===== src/rtl/la_serializer_pkg.sv =====
// Shared types and line levels for the la_serializer single-wire transmitter.
package la_serializer_pkg;

  // Frame states. PARITY is only reachable in builds with parity enabled.
  typedef enum logic [2:0] {
    IDLE   = 3'd0,
    START  = 3'd1,
    DATA   = 3'd2,
    PARITY = 3'd3,
    STOP   = 3'd4
  } state_t;

  // Line levels for the non-data parts of a frame.
  localparam logic LINE_IDLE  = 1'b1;
  localparam logic LINE_START = 1'b0;
  localparam logic LINE_STOP  = 1'b1;

endpackage


===== src/rtl/la_serializer_tick.sv =====
// Bit-period timer for la_serializer: counts 0..DIV-1 and flags the last
// cycle of each serial bit period.
module la_serializer_tick #(
  parameter int DIV = 1
) (
  input  logic clk,
  input  logic reset,
  input  logic clear,
  output logic tick
);

  localparam int CW = (DIV > 1) ? $clog2(DIV) : 1;
  localparam logic [CW-1:0] CNT_LAST = CW'(DIV - 1);

  logic [CW-1:0] r_cnt;

  // Period counter: restarts on clear or after its terminal value, never wraps past it.
  always_ff @(posedge clk) begin
    // NOTE: sequential state uses non-blocking assignments so every flop samples pre-edge values.
    if (reset || clear) begin
      r_cnt <= '0;
    end else if (r_cnt == CNT_LAST) begin
      r_cnt <= '0;
    end else begin
      r_cnt <= r_cnt + CW'(1);
    end
  end

  assign tick = (r_cnt == CNT_LAST);

endmodule


===== src/rtl/la_serializer.sv =====
// Transmit end of the lambdalib single-wire serial link. Accepts a word over
// valid/ready and sends start, data, optional parity and stop bits, each held
// for DIV clock cycles. The line idles high and tx comes straight from a flop.
// Optional even parity: define LA_SERIALIZER_PARITY_EN.
module la_serializer
  import la_serializer_pkg::*;
#(
  parameter int DW       = 8,
  parameter int DIV      = 1,
  parameter int LSBFIRST = 1,
  parameter     PROP     = "DEFAULT"
) (
  input  logic          clk,
  input  logic          reset,
  input  logic          in_valid,
  input  logic [DW-1:0] in_data,
  output logic          in_ready,
  output logic          tx,
  output logic          busy
);

  localparam int BW = (DW > 1) ? $clog2(DW) : 1;
  localparam logic [BW-1:0] BIT_LAST = BW'(DW - 1);

  // PROP only steers tech mapping; the generic implementation is identical for any value.
  if (PROP == "") begin : g_prop_unset
  end

  state_t        r_state;
  logic [DW-1:0] r_shift;
  logic [BW-1:0] r_bitcnt;
  logic          r_tx;
`ifdef LA_SERIALIZER_PARITY_EN
  logic          r_parity;
`endif

  logic          w_tick;
  logic          w_xfer;
  logic          w_clear;
  logic [DW-1:0] w_shift_next;
  logic          w_first_bit;
  logic          w_next_bit;

  // A new word is taken while idle, or in the final STOP cycle for gapless frames.
  assign in_ready = !reset && ((r_state == IDLE) || ((r_state == STOP) && w_tick));
  assign w_xfer   = in_valid && in_ready;

  // Hold the period timer at zero while idle and restart it on every accepted word.
  assign w_clear  = (r_state == IDLE) || w_xfer;

  // The outgoing bit always sits at the end of the register nearest the line.
  assign w_shift_next = (LSBFIRST != 0) ? (r_shift >> 1) : (r_shift << 1);
  assign w_first_bit  = (LSBFIRST != 0) ? r_shift[0]      : r_shift[DW-1];
  assign w_next_bit   = (LSBFIRST != 0) ? w_shift_next[0] : w_shift_next[DW-1];

  la_serializer_tick #(
    .DIV (DIV)
  ) u_tick (
    .clk   (clk),
    .reset (reset),
    .clear (w_clear),
    .tick  (w_tick)
  );

  // Frame sequencer: state, shift register, bit counter and the registered line level.
  always_ff @(posedge clk) begin
    if (reset) begin
      r_state  <= IDLE;
      r_tx     <= LINE_IDLE;
      r_shift  <= '0;
      r_bitcnt <= '0;
`ifdef LA_SERIALIZER_PARITY_EN
      r_parity <= 1'b0;
`endif
    end else if (w_xfer) begin
      r_state  <= START;
      r_tx     <= LINE_START;
      r_shift  <= in_data;
      r_bitcnt <= '0;
`ifdef LA_SERIALIZER_PARITY_EN
      r_parity <= ^in_data;
`endif
    end else begin
      case (r_state)
        IDLE: begin
          r_tx <= LINE_IDLE;
        end
        START: begin
          if (w_tick) begin
            r_state <= DATA;
            r_tx    <= w_first_bit;
          end
        end
        DATA: begin
          if (w_tick) begin
            if (r_bitcnt == BIT_LAST) begin
`ifdef LA_SERIALIZER_PARITY_EN
              r_state <= PARITY;
              r_tx    <= r_parity;
`else
              r_state <= STOP;
              r_tx    <= LINE_STOP;
`endif
            end else begin
              r_bitcnt <= r_bitcnt + BW'(1);
              r_shift  <= w_shift_next;
              r_tx     <= w_next_bit;
            end
          end
        end
`ifdef LA_SERIALIZER_PARITY_EN
        PARITY: begin
          if (w_tick) begin
            r_state <= STOP;
            r_tx    <= LINE_STOP;
          end
        end
`endif
        STOP: begin
          if (w_tick) begin
            r_state <= IDLE;
            r_tx    <= LINE_IDLE;
          end
        end
        default: begin
          r_state <= IDLE;
          r_tx    <= LINE_IDLE;
        end
      endcase
    end
  end

  assign tx   = r_tx;
  assign busy = (r_state != IDLE);

endmodule


===== config.mk =====
export PLATFORM = sky130hd
export DESIGN_NAME = la_serializer
export DESIGN_NICKNAME = d
export VERILOG_FILES = /design/src/rtl/la_serializer_pkg.sv /design/src/rtl/la_serializer_tick.sv /design/src/rtl/la_serializer.sv
export SDC_FILE = /design/constraint.sdc
export NUM_CORES = 1
export LEC_CHECK = 0
export ABC_AREA = 0
export CAP_MARGIN = 10
export CORE_MARGIN = 5
export CORE_UTILIZATION = 40
export CTS_CLUSTER_DIAMETER = 80
export DETAILED_ROUTE_END_ITERATION = 10
export GPL_TIMING_DRIVEN = 1
export PLACE_DENSITY = 0.59
export SLEW_MARGIN = 20
export SYNTH_ARGS = -nofsm -noshare
export SYNTH_HDL_FRONTEND = slang
export SYNTH_HIERARCHICAL = 1
export SYNTH_SLANG_ARGS = --single-unit

===== constraint.sdc =====
create_clock -name clk -period 4.6 [get_ports clk]
set_input_delay 0.46 -clock clk [delete_from_list [all_inputs] [get_ports clk]]
set_output_delay 0.46 -clock clk [all_outputs]
set_load 0.05 [all_outputs]

==> out/qor.txt <==
Fin util: 0.499
TritonCTS buffer count: 3
Drt drc: 0
Antenna diodes: 0
Share of cells above drive strength 1: 0.0755
TritonCTS clock tree: yes
Required @ worst endpoint: 4.14 ns
Syn Inst Count: 95
Site Rows: 16
Worst slew pin tran: 0.543 ns
Placed cell count: 129
Setup Buffers After CTS: 0
1st-iter DRT viols: 12
Endpoints failing hold: 0
Chip height: 55.2 µm
Nets: 120
WL final: 1680 µm
Fillcell total: 216
Slew margin rel.: 0.637
Setup Skew: 0.00430 ns
Static leakage: 0.347 nW
RSZ-0062 raised after global routing: false
First-pass GRT wire length: 2950 µm
Max stage delay on crit path: 0.84 ns
CTS resizes: 0
CP cell instances: clkdlybuf4s50_1, nand2b_1, nor3_1, clkdlybuf4s50_1
WL/cell: 12.6 µm
Slowest cell on the critical path: clkdlybuf4s50_1
Final std cells w/o fill: 133
Via count: 684
Pin count of the biggest net entering global routing: 17
Area grow syn2layout: 19.6%
Number of global-route vias before repair: 649
Max_cap viols: 0
VDD IR-drop max: 0.000175 V
H-tree levels: 1
Worst-path maximum fanout: 16
Clock root buffer: clkbuf_4
Syn avg cell area: 8.61 µm²
DIE WIDTH: 55.2 µm
Sink Count: 16
Ys Warns: 6
CTS Hold Buffers Added: 0
Core area: 1960 µm²
Clock Pin Slew Worst Setup and Hold Paths: 0.09 ns
Starting utilization of the core area: 0.417
Syn_nets: 108
Pwr dens: 305 nW/µm²
Period utilization: 0.625
Fmax: 0.348 GHz
Run status: completed
Count of final max-slew check failures: 0
Setup TNS: 0 ns
GRT Total Usage: 0.118
Gr ovfl total: 0
I/O pin count: 14
RePlAce Congestion: 0.732
Worst skew pair latency: 0.28 ns
Port Buffers: 13
Die Area: 3050 µm²
Most used cell along the critical path: clkdlybuf4s50_1
Crit Path Class: primary input to output port
Setup Viol. Count Final: 0
Kind of end point of the critical path: output port
CP Launch Type: primary input
Initial antenna violation count: 0
Critical path arrival: 2.42 ns
Hold Path Class: flop to flop
Avg Vias per Cell: 5.14
Synth Cell Area: 818 µm²
Router iterations before antenna repair: 4
Period minus WS final: 2.88 ns
Clock buffer depth: 2
Dpl hpwl: 1220 µm
DRT antenna net count: 0
==> worst max-delay path, delay by kind of cell <==
| kind | cells | cell delay (ns) |
|---|---|---|
| buf+inv | 2 | 1.52 |
| simple gates | 2 | 0.43 |
==> layout by cell type, fill, tap and decap left out, types with 3 or more instances in the layout <==
| cell type | n |
|---|---|
| dfxtp_1 | 16 |
| nand2_1 | 13 |
| clkdlybuf4s50_1 | 13 |
| nor2_1 | 9 |
| a21oi_1 | 8 |
| a22oi_1 | 5 |
| nand3_1 | 5 |
| nand2b_1 | 4 |
| nor3_1 | 3 |
| clkbuf_4 | 3 |
==> per-layer routing <==
metal,vias to the layer above,global-route usage,wire length [µm]
met5,-,0,0
met4,0,0.0208,0
met3,0,0.0513,59
met2,10,0.186,812
met1,309,0.150,803
li1,365,-,-
==> power breakdown <==
| part | internal (mW) | switching [mW] | leakage, nW | total [mW] |
|---|---|---|---|---|
| Combinational | 0.0257 | 0.0293 | 0.195 | 0.0550 |
| Clock | 0.0482 | 0.0421 | 0.0210 | 0.0902 |
| Sequential | 0.146 | 0.00771 | 0.131 | 0.153 |
==> stage by stage <==
stage                     setup WS [ns]  power, mW  hold slack, ns  area [µm²]
after floorplan                    2.44      0.193           0.438         818
after global placement             1.74      0.211           0.448         942
after detailed placement           1.69      0.212           0.457         942
after CTS                          1.69      0.303           0.469         978
after global routing               1.59      0.316           0.491         978
final                              1.72      0.299           0.468         978
==> worst paths after layout <==
check                      startpoint                        to  slack, ns  cells after the start
max                             reset                  in_ready       1.72                      4
min          r_bitcnt[2]$_SDFFE_PP0P_  r_bitcnt[2]$_SDFFE_PP0P_       0.47                      2
max reg2reg  r_bitcnt[0]$_SDFFE_PP0P_   r_shift[1]$_SDFFE_PP0P_       2.74                      6
min reg2reg  r_bitcnt[2]$_SDFFE_PP0P_  r_bitcnt[2]$_SDFFE_PP0P_       0.47                      2
==> final cells by class <==
| cell class | count | area, µm² | share of cell area |
|---|---|---|---|
| clock buffers | 4 | 36.3 | 0.0371 |
| inverters | 2 | 7.51 | 0.00767 |
| well taps | 27 | 33.8 | 0.0345 |
| flip-flops and latches | 16 | 320 | 0.327 |
| repair buffers | 13 | 130 | 0.133 |
| multi-input cells | 71 | 450 | 0.460 |
==> state kept, by name, indices dropped and copies added (netlist names) <==
register,flops
u_tick/r_cnt,1
r_bitcnt,3
tx,1
r_state,3
r_shift,8
Power figures use the tool's default switching activity.
